==> config.mk <==
export PLATFORM = sky130hd
export DESIGN_NAME = rca8_sum_accumulator
export DESIGN_NICKNAME = d
export VERILOG_FILES = /design/src/rtl/rca_pkg.sv /design/src/rtl/full_adder.sv /design/src/rtl/rca_n.sv /design/src/rtl/rca8_sum_accumulator.sv
export SDC_FILE = /design/constraint.sdc
export NUM_CORES = 1
export LEC_CHECK = 0
export CORE_ASPECT_RATIO = 0.8
export CORE_UTILIZATION = 33
export DETAILED_ROUTE_END_ITERATION = 7
export MAX_ROUTING_LAYER = met4
export PLACE_DENSITY_LB_ADDON = 0.12
export SETUP_SLACK_MARGIN = 0.4
export SYNTH_ARGS = -nofsm -noshare
export SYNTH_HDL_FRONTEND = slang
export SYNTH_SLANG_ARGS = --single-unit
export TNS_END_PERCENT = 30
==> constraint.sdc <==
create_clock -name clk -period 4.9 [get_ports clk]
set_input_delay 0.98 -clock clk [delete_from_list [all_inputs] [get_ports clk]]
set_output_delay 0.98 -clock clk [all_outputs]
set_load 0.05 [all_outputs]
==> src/rtl/rca_pkg.sv <==
`default_nettype none
// ============================================================================
// Module      : rca_pkg
// Description : Shared types and helpers for the ripple-carry sum accumulator.
// Revision    : 1.0 - initial release
// ============================================================================
package rca_pkg;

    localparam int SUM_W = 9;

    typedef enum logic [0:0] {
        ACCUM = 1'b0,
        HOLD  = 1'b1
    } acc_state_t;

    // Width of a counter that must hold values 0..count inclusive.
    function automatic int len_width(input int count);
        return $clog2(count + 1);
    endfunction

endpackage
`default_nettype wire

==> src/rtl/full_adder.sv <==
`default_nettype none
// ============================================================================
// Module      : full_adder
// Description : Single-bit full-adder cell.
// Revision    : 1.0 - initial release
// ============================================================================
module full_adder (
    input  logic a,
    input  logic b,
    input  logic cin,
    output logic sum,
    output logic cout
);

    assign sum  = a ^ b ^ cin;
    assign cout = (a & b) | (cin & (a ^ b));

endmodule
`default_nettype wire

==> src/rtl/rca_n.sv <==
`default_nettype none
// ============================================================================
// Module      : rca_n
// Description : Parametric ripple-carry adder built from full-adder cells.
// Revision    : 1.0 - initial release
// ============================================================================
module rca_n #(
    parameter int W = 8
) (
    input  logic [W-1:0] a,
    input  logic [W-1:0] b,
    input  logic         cin,
    output logic [W-1:0] sum,
    output logic         cout
);

    logic [W:0] w_carry;

    assign w_carry[0] = cin;

    for (genvar i = 0; i < W; i++) begin : g_bit
        full_adder u_fa (
            .a    (a[i]),
            .b    (b[i]),
            .cin  (w_carry[i]),
            .sum  (sum[i]),
            .cout (w_carry[i+1])
        );
    end

    assign cout = w_carry[W];

endmodule
`default_nettype wire

==> src/rtl/rca8_sum_accumulator.sv <==
`default_nettype none
// ============================================================================
// Module      : rca8_sum_accumulator
// Description : Batches 9-bit adder results into a wide total with a sample
//               count and sticky overflow, under valid/ready handshakes.
// Revision    : 1.0 - initial release
// ============================================================================
module rca8_sum_accumulator
    import rca_pkg::*;
#(
    parameter int COUNT = 4,
    parameter int ACC_W = 16
) (
    input  logic                          clk,
    input  logic                          rst,
    input  logic [SUM_W-1:0]              in_sum,
    input  logic                          in_valid,
    output logic                          in_ready,
    input  logic                          flush,
    output logic [ACC_W-1:0]              out_acc,
    output logic [len_width(COUNT)-1:0]   out_len,
    output logic                          out_ovf,
    output logic                          out_valid,
    input  logic                          out_ready
);

    localparam int c_len_w = len_width(COUNT);
    localparam int c_add_w = ACC_W + 1;
    localparam logic [c_len_w-1:0] c_last = c_len_w'(COUNT - 1);

    acc_state_t          r_state_q, w_state_d;
    logic [ACC_W-1:0]    r_acc_q,   w_acc_d;
    logic [c_len_w-1:0]  r_cnt_q,   w_cnt_d;
    logic                r_ovf_q,   w_ovf_d;

    logic [c_add_w-1:0]  w_add_a, w_add_b, w_add_sum;
    logic                w_add_cout;
    logic                w_accept;
    logic                w_carry;

    // One extra bit of width so the top bit of the sum is the wrap indicator.
    assign w_add_a = {1'b0, r_acc_q};
    assign w_add_b = {{(ACC_W - 8){1'b0}}, in_sum};

    rca_n #(
        .W (c_add_w)
    ) u_add (
        .a    (w_add_a),
        .b    (w_add_b),
        .cin  (1'b0),
        .sum  (w_add_sum),
        .cout (w_add_cout)
    );

    assign w_carry   = w_add_sum[ACC_W] | w_add_cout;
    assign in_ready  = (r_state_q == ACCUM) & ~rst;
    assign w_accept  = in_valid & in_ready;

    always_comb begin
        w_state_d = r_state_q;
        w_acc_d   = r_acc_q;
        w_cnt_d   = r_cnt_q;
        w_ovf_d   = r_ovf_q;
        case (r_state_q)
            ACCUM: begin
                if (w_accept) begin
                    w_acc_d = w_add_sum[ACC_W-1:0];
                    w_ovf_d = r_ovf_q | w_carry;
                    w_cnt_d = r_cnt_q + c_len_w'(1);
                end
                if ((w_accept && r_cnt_q == c_last) ||
                    (flush && (r_cnt_q != '0 || w_accept))) begin
                    w_state_d = HOLD;
                end
            end
            HOLD: begin
                if (out_ready) begin
                    w_state_d = ACCUM;
                    w_acc_d   = '0;
                    w_cnt_d   = '0;
                    w_ovf_d   = 1'b0;
                end
            end
            default: w_state_d = ACCUM;
        endcase
    end

    always_ff @(posedge clk) begin
        if (rst) begin
            r_state_q <= ACCUM;
            r_acc_q   <= '0;
            r_cnt_q   <= '0;
            r_ovf_q   <= 1'b0;
        end else begin
            r_state_q <= w_state_d;
            r_acc_q   <= w_acc_d;
            r_cnt_q   <= w_cnt_d;
            r_ovf_q   <= w_ovf_d;
        end
    end

    assign out_valid = (r_state_q == HOLD);
    assign out_acc   = r_acc_q;
    assign out_len   = r_cnt_q;
    assign out_ovf   = r_ovf_q;

endmodule
`default_nettype wire

==> impl_metrics.env, run 1 <==
export IMPL_status="completed"
export IMPL_area_growth_pct=35.2
export IMPL_reg2regPathDepth=21
export IMPL_multiInputGateArea_um2=681
export IMPL_worst_slack_ns=0.174
export IMPL_grt_pass1_vias=686
export IMPL_synth_area_top_cells="dfxtp_1 35%, fa_1 13%, ha_1 12%"
export IMPL_clock_fmax_ghz=0.212
export IMPL_required_ns=5.05
export IMPL_finalCriticalPeriod_ns=4.73
export IMPL_place_area_um2=1570
export IMPL_p_leak_nw=0.615
export IMPL_route_detailed_wl_per_inst_um=11.8
export IMPL_final_common_cell="clkdlybuf4s50_1"
export IMPL_grt_max_degree=19
export IMPL_seqPwrFrac=0.430
export IMPL_clk_insertion_delay_late_ns=0.25
export IMPL_p_comb_frac=0.322
export IMPL_ir_drop_uv=131
export IMPL_cp_arrival_ns=4.88
export IMPL_p_per_area_nw_per_um2=282
export IMPL_dp_cells=169
export IMPL_stdcell_count=173
export IMPL_rsz0062_at_grt="true"
export IMPL_drc_errors=0
export IMPL_avgSynthCellArea_um2=10.8
export IMPL_rr_startpoint="out_acc[0]$_SDFFE_PP0P_"
export IMPL_clk_path_buf_depth=2
export IMPL_pwr_share_clk=0.248
export IMPL_antenna_found_initial=0
export IMPL_drv_slew=0
export IMPL_cts_sinks=21
export IMPL_yosysUniqueCellTypes=22
export IMPL_place_ws_ns=-0.560
export IMPL_worst_pin_slew_ns=0.826
export IMPL_register_area_um2=420
export IMPL_wl_um=2050
export IMPL_setup_violations=0
export IMPL_dieArea_um2=3870
export IMPL_yosysTopAreaCell="dfxtp_1"
export IMPL_gp_congestion=0.665
export IMPL_power_switching_uw=154
export IMPL_placementRows=19
export IMPL_cp_max_fo=1
export IMPL_htree_levels=1
export IMPL_track_usage=0.110
export IMPL_p_int_uw=301
export IMPL_port_buffers=35
export IMPL_viasPerCell=4.65
export IMPL_core_area_um2=3450
export IMPL_crit_end="out_acc[15]$_SDFFE_PP0P_"
export IMPL_drt_iter0_drc=28
export IMPL_pin_count=36
export IMPL_cp_end_kind="flop"
export IMPL_fin_crit_sh=0.964
export IMPL_dr_pass1_iters=4
export IMPL_hold_violations=0
export IMPL_tns_ns=0
export IMPL_synth_top_area_frac=0.352
export IMPL_initial_utilization=0.347
export IMPL_numCtsBuffers=3
export IMPL_start_kind="primary input"
export IMPL_synth_cells=111
export IMPL_path_class="primary input to flop"
export IMPL_crit_path_start="in_sum[0]"
export IMPL_drv_cap=0
export IMPL_die_y_um=55.8
export IMPL_die_w_um=69.3
export IMPL_fin_nets=165
export IMPL_grt_pass1_wl_um=3280
export IMPL_drive_above_1_share=0.237
export IMPL_maxSlewHeadroom=0.447
export IMPL_overflow=0
export IMPL_nFillCells=332
export IMPL_cts_tree="yes"
export IMPL_design_area_um2=1620
export IMPL_cts_clk_slew_worst_paths_ns=0.08
export IMPL_antenna_cells=0
export IMPL_synth_fp_nets=144
export IMPL_root_buffer="clkbuf_8"
export IMPL_timing_rr_end="out_acc[15]$_SDFFE_PP0P_"
export IMPL_skew_ns=0.000845
export IMPL_final_cell_mix="32 x clkdlybuf4s50_1, 21 x dfxtp_1, 12 x inv_1, 12 x a22o_1"
export IMPL_hold_class="flop to flop"
export IMPL_yosys_warnings=0
export IMPL_num_vias=805
export IMPL_synth_seq_area_share=0.352
export IMPL_whs_ns=0.477
export IMPL_p_sw_frac=0.339
export IMPL_syn_area_um2=1190
export IMPL_ff2ff_setup_slack_ns=0.57
export IMPL_hpwlAfterDp_um=1530
export IMPL_drtAntennaViolNets=0
export IMPL_ys_seq_elements=21
==> metrics by stage <==
step	total power, mW	util
finish	0.455	0.469
global route	0.487	0.469
CTS	0.464	0.469
detailed placement	0.348	0.454
global placement	0.345	0.454
floorplan	0.315	-
==> cells in the mapped netlist (all sizes together) <==
cell      n
inv      18
dfxtp    21
o2bb2ai   6
o21a      1
nand2b    2
ha       11
buf      19
nand3     1
a22o     12
fa        8
nor2      3
a31oi     1
and2      1
a22oi     1
a21oi     3
nand2     2
and2b     1
==> critical path: stages <==
cell and delay (ns):
buf_6 0.10, ha_4 0.14, inv_2 0.04, fa_2 0.19, fa_2 0.20, fa_2 0.19, inv_2 0.04, fa_2 0.39
fa_2 0.39, inv_2 0.06, fa_2 0.19, fa_2 0.19, inv_2 0.04, fa_2 0.40, ha_4 0.18, ha_4 0.15
ha_4 0.15, ha_4 0.15, ha_4 0.15, ha_4 0.15, ha_4 0.20, a22o_1 0.21
==> registers in the layout, summed over array words and instances, names as in the netlist <==
name       cells
out_ovf        1
out_valid      1
out_acc       16
out_len        3
==> what timing repair did <==
item,4_1_cts,5_1_grt
endpoints found under the setup margin,7,5
hold buffers,0,0
buffers inserted,0,0
pin swaps,9,9
gates resized for setup,7,5
==> logic make-up after synthesis <==
logic type,Yosys count,synth area share
and+or+nand+nor,10,0.0503
DFF,21,0.352
adders and majority gates,19,0.249
buffers and inverters,37,0.183
AOI/OAI and AO/OA,24,0.165
==> power groups by stage <==
stage          logic [mW]  registers, mW  clock network (mW)
2_1_floorplan       0.110          0.205                   0
3_3_place_gp        0.146          0.199                   0
3_5_place_dp        0.149          0.200                   0
4_1_cts             0.149          0.196               0.119
5_1_grt             0.159          0.198               0.130
6_report            0.147          0.196               0.113
==> area by class of cell <==
type / instances / area share
well taps: 42 / 0.0325
flip-flops and latches: 21 / 0.260
repair buffers: 35 / 0.216
inverters: 18 / 0.0418
multi-input cells: 53 / 0.421
clock buffers: 4 / 0.0279
==> metal layers <==
layer  routed length [um]  part of all wire  vias up  GRT usage
met5                    0                 0        -          -
met4                   13            0.0063        0     0.0262
met3                  114             0.056        2     0.0399
met2                  886              0.43       23      0.161
met1                 1040              0.50      387      0.146
li1                     -                 -      393          -
==> how the worst min path moves through the flow <==
stage | startpoint | endpoint | slack, ns | depth (start not counted)
final | out_acc[1]$_SDFFE_PP0P_ | out_acc[1]$_SDFFE_PP0P_ | 0.48 | 1
after global routing | out_len[2]$_SDFFE_PP0P_ | out_len[2]$_SDFFE_PP0P_ | 0.50 | 1
after CTS | out_acc[1]$_SDFFE_PP0P_ | out_acc[1]$_SDFFE_PP0P_ | 0.48 | 1
after detailed placement | out_acc[1]$_SDFFE_PP0P_ | out_acc[1]$_SDFFE_PP0P_ | 0.47 | 1
after global placement | out_acc[1]$_SDFFE_PP0P_ | out_acc[1]$_SDFFE_PP0P_ | 0.47 | 1
after floorplan | out_acc[1]$_SDFFE_PP0P_ | out_acc[1]$_SDFFE_PP0P_ | 0.46 | 1
Note: power is estimated with default switching activity, not from simulation.
==> inputs of run 2 (changes only) <==
--- a/config.mk
+++ b/config.mk
@@ -9,7 +9,6 @@
 export CORE_UTILIZATION = 33
 export DETAILED_ROUTE_END_ITERATION = 7
 export MAX_ROUTING_LAYER = met4
-export PLACE_DENSITY_LB_ADDON = 0.12
 export SETUP_SLACK_MARGIN = 0.4
 export SYNTH_ARGS = -nofsm -noshare
 export SYNTH_HDL_FRONTEND = slang
==> impl_metrics.env, run 2 (same netlist as run 1, synthesis figures left out) <==
export IMPL_status="completed"
export IMPL_maxSlewHeadroom=0.408
export IMPL_rsz0062_at_grt="true"
export IMPL_final_common_cell="clkdlybuf4s50_1"
export IMPL_place_ws_ns=-0.561
export IMPL_root_buffer="clkbuf_8"
export IMPL_finalCriticalPeriod_ns=4.71
export IMPL_cp_max_fo=1
export IMPL_p_sw_frac=0.346
export IMPL_cp_cell_sequence="buf_6 -> ha_4 -> inv_2 -> fa_2 -> fa_2 -> fa_2 -> inv_2 -> fa_2 -> fa_2 -> inv_2 -> fa_2 -> fa_2 -> inv_2 -> fa_2 -> ha_4 -> ha_4 -> ha_4 -> ha_4 -> ha_4 -> ha_4 -> ha_4 -> a22o_1"
export IMPL_cp_slowest_cell="fa_2"
export IMPL_largest_reg_flops=16
export IMPL_drc_errors=0
export IMPL_cp_end_kind="flop"
export IMPL_dieArea_um2=3870
export IMPL_grt_pass1_vias=805
export IMPL_hold_class="flop to flop"
export IMPL_fin_crit_sh=0.961
export IMPL_clk_path_buf_depth=2
export IMPL_drv_slew=0
export IMPL_worst_slack_ns=0.191
export IMPL_die_w_um=69.3
export IMPL_placementRows=19
export IMPL_overflow=0
export IMPL_grt_pass1_wl_um=3680
export IMPL_p_int_uw=300
export IMPL_num_vias=801
export IMPL_gp_congestion=0.707
export IMPL_initial_utilization=0.347
export IMPL_ctsHoldBuffers=0
export IMPL_cts_clk_slew_worst_paths_ns=0.08
export IMPL_p_per_area_nw_per_um2=283
export IMPL_core_area_um2=3450
export IMPL_p_comb_frac=0.320
export IMPL_clock_fmax_ghz=0.212
export IMPL_fin_nets=165
export IMPL_hold_violations=0
export IMPL_route_detailed_wl_per_inst_um=12.5
export IMPL_drtAntennaViolNets=0
export IMPL_pin_count=36
export IMPL_power_switching_uw=158
export IMPL_skew_ns=0.00703
export IMPL_slowest_delay_ns=0.39
export IMPL_seqPwrFrac=0.428
export IMPL_viasPerCell=4.63
export IMPL_setup_violations=0
export IMPL_drt_iter0_drc=50
export IMPL_antenna_cells=0
export IMPL_final_cell_mix="32 x clkdlybuf4s50_1, 21 x dfxtp_1, 12 x inv_1, 12 x a22o_1"
export IMPL_numCtsBuffers=3
export IMPL_antenna_found_initial=0
export IMPL_area_growth_pct=35.3
export IMPL_worst_pin_slew_ns=0.885
export IMPL_track_usage=0.124
export IMPL_cp_arrival_ns=4.87
export IMPL_htree_levels=1
export IMPL_ir_drop_uv=147
export IMPL_wl_um=2160
export IMPL_required_ns=5.06
export IMPL_path_class="primary input to flop"
export IMPL_fin_util=0.469
export IMPL_grt_max_degree=19
export IMPL_pwr_share_clk=0.252
export IMPL_tns_ns=0
export IMPL_dr_pass1_iters=4
export IMPL_drive_above_1_share=0.244
export IMPL_port_buffers=35
export IMPL_die_y_um=55.8
export IMPL_clk_insertion_delay_late_ns=0.26
export IMPL_ff2ff_setup_slack_ns=0.58
export IMPL_p_leak_nw=0.617
export IMPL_hpwlAfterDp_um=1660
export IMPL_start_kind="primary input"
export IMPL_cts_tree="yes"
export IMPL_cts_sinks=21
export IMPL_nFillCells=311
export IMPL_drv_cap=0
==> run 2: changes by cell type in the layout (fill, tap and decap cells not counted) <==
cell	delta
clkbuf_1	-1
clkinv_2	+1
==> run 2: critical path: cells and delay by family <==
| kind | cells | cell delay [ns] |
|---|---|---|
| AOI/OAI and AO/OA | 1 | 0.21 |
| adders and majority gates | 16 | 3.37 |
| buffers and inverters | 5 | 0.28 |
==> run 2: per-layer routing <==
layer  global-route usage  routed length [um]  up-vias
li1                     -                   -      395
met1                0.162                1090      381
met2                0.189                 930       23
met3               0.0453                 130        2
met4               0.0175                  11        0
met5                    -                   0        -
==> run 2: area by class of cell <==
class                      instances  area [um^2]  share of cell area
sequential                        21          420               0.260
clock buffer                       3         41.3              0.0255
clock inverter                     1         5.00             0.00310
inverter                          18         67.6              0.0418
timing repair buffer              35          349               0.216
multi-input combinational         53          681               0.421
tap                               42         52.6              0.0325
==> run 2: final timing paths <==
kind	start	end	depth (start not counted)
hold reg to reg	out_acc[1]$_SDFFE_PP0P_	out_acc[1]$_SDFFE_PP0P_	1
setup reg to reg	out_acc[0]$_SDFFE_PP0P_	out_acc[15]$_SDFFE_PP0P_	21
setup / recovery	in_sum[0]	out_acc[15]$_SDFFE_PP0P_	22
hold / removal	out_acc[1]$_SDFFE_PP0P_	out_acc[1]$_SDFFE_PP0P_	1
==> run 2: stage by stage <==
stage                     power, mW  std cells  instance area [um^2]  hold slack, ns
after floorplan               0.315        111                  1320           0.455
after global placement        0.345        169                  1570           0.468
after detailed placement      0.349        169                  1570           0.477
after CTS                     0.465        173                  1620           0.489
after global routing          0.483        173                  1620           0.495
final                         0.458        173                  1620           0.489
==> run 2: power groups by stage <==
stage	Sequential, mW	Combinational (mW)	Clock, mW
floorplan	0.205	0.110	0
global route	0.198	0.161	0.124
detailed placement	0.200	0.149	0
CTS	0.196	0.149	0.119
finish	0.196	0.147	0.115
global placement	0.200	0.145	0
==> run 2: repair_timing <==
item,in CTS,in global routing
endpoints found under the setup margin,7,5
resized for setup,8,4
hold endpoints to repair,0,0
cloned,0,0
buffers inserted,0,0
pin swaps,9,9
==> inputs of run 3 (changes only) <==
--- a/config.mk
+++ b/config.mk
@@ -9,6 +9,7 @@
 export CORE_UTILIZATION = 33
 export DETAILED_ROUTE_END_ITERATION = 7
 export MAX_ROUTING_LAYER = met4
+export REMOVE_ABC_BUFFERS = 1
 export SETUP_SLACK_MARGIN = 0.4
 export SYNTH_ARGS = -nofsm -noshare
 export SYNTH_HDL_FRONTEND = slang
==> impl_metrics.env, run 3 (same netlist as run 1, synthesis figures left out) <==
export IMPL_status="completed"
export IMPL_worst_pin_slew_ns=0.839
export IMPL_grt_pass1_vias=793
export IMPL_antenna_found_initial=0
export IMPL_drt_iter0_drc=9
export IMPL_dr_pass1_iters=4
export IMPL_cts_tree="yes"
export IMPL_route_detailed_wl_per_inst_um=12.1
export IMPL_fin_crit_sh=0.954
export IMPL_viasPerCell=4.64
export IMPL_grt_max_degree=19
export IMPL_die_y_um=55.8
export IMPL_track_usage=0.118
export IMPL_path_class="primary input to flop"
export IMPL_hpwlAfterDp_um=1510
export IMPL_rsz0062_at_grt="true"
export IMPL_dp_cells=169
export IMPL_port_buffers=35
export IMPL_cp_arrival_ns=4.83
export IMPL_drv_cap=0
export IMPL_finalCriticalPeriod_ns=4.67
export IMPL_drtAntennaViolNets=0
export IMPL_ir_drop_uv=236
export IMPL_numCtsBuffers=3
export IMPL_p_per_area_nw_per_um2=282
export IMPL_wl_um=2090
export IMPL_pin_count=36
export IMPL_area_growth_pct=34.6
export IMPL_dieArea_um2=3870
export IMPL_setup_violations=0
export IMPL_rr_startpoint="out_acc[0]$_SDFFE_PP0P_"
export IMPL_slowest_delay_ns=0.34
export IMPL_maxSlewHeadroom=0.438
export IMPL_root_buffer="clkbuf_8"
export IMPL_crit_path_start="in_sum[0]"
export IMPL_p_leak_nw=0.609
export IMPL_antenna_cells=0
export IMPL_ff2ff_setup_slack_ns=0.59
export IMPL_num_vias=803
export IMPL_tns_ns=0
export IMPL_cp_max_fo=1
export IMPL_stdcell_count=173
export IMPL_drc_errors=0
export IMPL_grt_pass1_wl_um=3570
export IMPL_clock_fmax_ghz=0.214
export IMPL_cp_slowest_cell="fa_2"
export IMPL_whs_ns=0.484
export IMPL_hold_class="flop to flop"
export IMPL_drv_slew=0
export IMPL_initial_utilization=0.347
export IMPL_nFillCells=326
export IMPL_drive_above_1_share=0.237
export IMPL_clk_path_buf_depth=2
export IMPL_clk_insertion_delay_late_ns=0.26
export IMPL_final_cell_mix="32 x clkdlybuf4s50_1, 21 x dfxtp_1, 12 x inv_1, 12 x a22o_1"
export IMPL_largest_reg_flops=16
export IMPL_overflow=0
export IMPL_cp_end_kind="flop"
export IMPL_htree_levels=1
export IMPL_final_common_cell="clkdlybuf4s50_1"
export IMPL_start_kind="primary input"
export IMPL_cts_sinks=21
export IMPL_required_ns=5.05
export IMPL_hold_violations=0
export IMPL_cp_cell_sequence="buf_6 -> ha_4 -> inv_2 -> fa_2 -> fa_2 -> fa_2 -> inv_2 -> fa_2 -> fa_2 -> inv_2 -> fa_2 -> fa_2 -> inv_2 -> fa_2 -> ha_4 -> ha_4 -> ha_4 -> ha_4 -> ha_4 -> ha_4 -> ha_4 -> a22o_1"
export IMPL_placementRows=19
export IMPL_postCtsSetupBuffers=0
export IMPL_core_area_um2=3450
export IMPL_gp_congestion=0.720
export IMPL_min_from="out_acc[6]$_SDFFE_PP0P_"
export IMPL_die_w_um=69.3
export IMPL_fin_nets=165
export IMPL_cts_clk_slew_worst_paths_ns=0.08
export IMPL_skew_ns=0.00542
==> run 3: power breakdown <==
part	switching, mW	leakage [nW]	internal [mW]
registers	0.0126	0.171	0.183
clock network	0.0549	0.0255	0.0565
logic	0.0868	0.412	0.0595
total	0.154	0.609	0.300
==> run 3: per-layer routing <==
metal	GRT usage	vias up	wire length, um
li1	-	393	-
met1	0.152	386	1000
met2	0.183	22	952
met3	0.0471	2	128
met4	0.00875	0	8
met5	-	-	0
==> run 3: stage by stage <==
step / power (mW) / worst slack [ns] / area [um^2] / utilization
2_1_floorplan: 0.289 / -0.286 / 1040 / -
6_report: 0.454 / 0.227 / 1610 / 0.466
5_1_grt: 0.481 / 0.102 / 1610 / 0.466
3_3_place_gp: 0.336 / -0.881 / 1450 / 0.420
3_5_place_dp: 0.340 / -0.962 / 1450 / 0.420
4_1_cts: 0.463 / 0.224 / 1610 / 0.466
==> run 3: cell type report <==
class	count	area, um^2	share of cell area
multi-input combinational	53	676	0.420
sequential	21	420	0.261
clock buffer	3	41.3	0.0257
clock inverter	1	5.00	0.00311
inverter	18	67.6	0.0420
tap	42	52.6	0.0327
timing repair buffer	35	345	0.215
==> run 3: worst max-delay path: cells and delay by family <==
family	cells	cell delay, ns
fa+ha+maj	16	3.37
buf+inv	5	0.27
compound gates	1	0.20
==> run 3: final timing paths <==
| check | endpoint | depth (start not counted) |
|---|---|---|
| setup / recovery | out_acc[15]$_SDFFE_PP0P_ | 22 |
| hold / removal | out_acc[6]$_SDFFE_PP0P_ | 1 |
| setup reg to reg | out_acc[15]$_SDFFE_PP0P_ | 21 |
| hold reg to reg | out_acc[6]$_SDFFE_PP0P_ | 1 |
==> run 3: repair_timing <==
action                                  4_1_cts  5_1_grt
resized for setup                            37        0
endpoints found under the setup margin        9        4
hold buffers                                  0        0
pin swaps                                     9        1
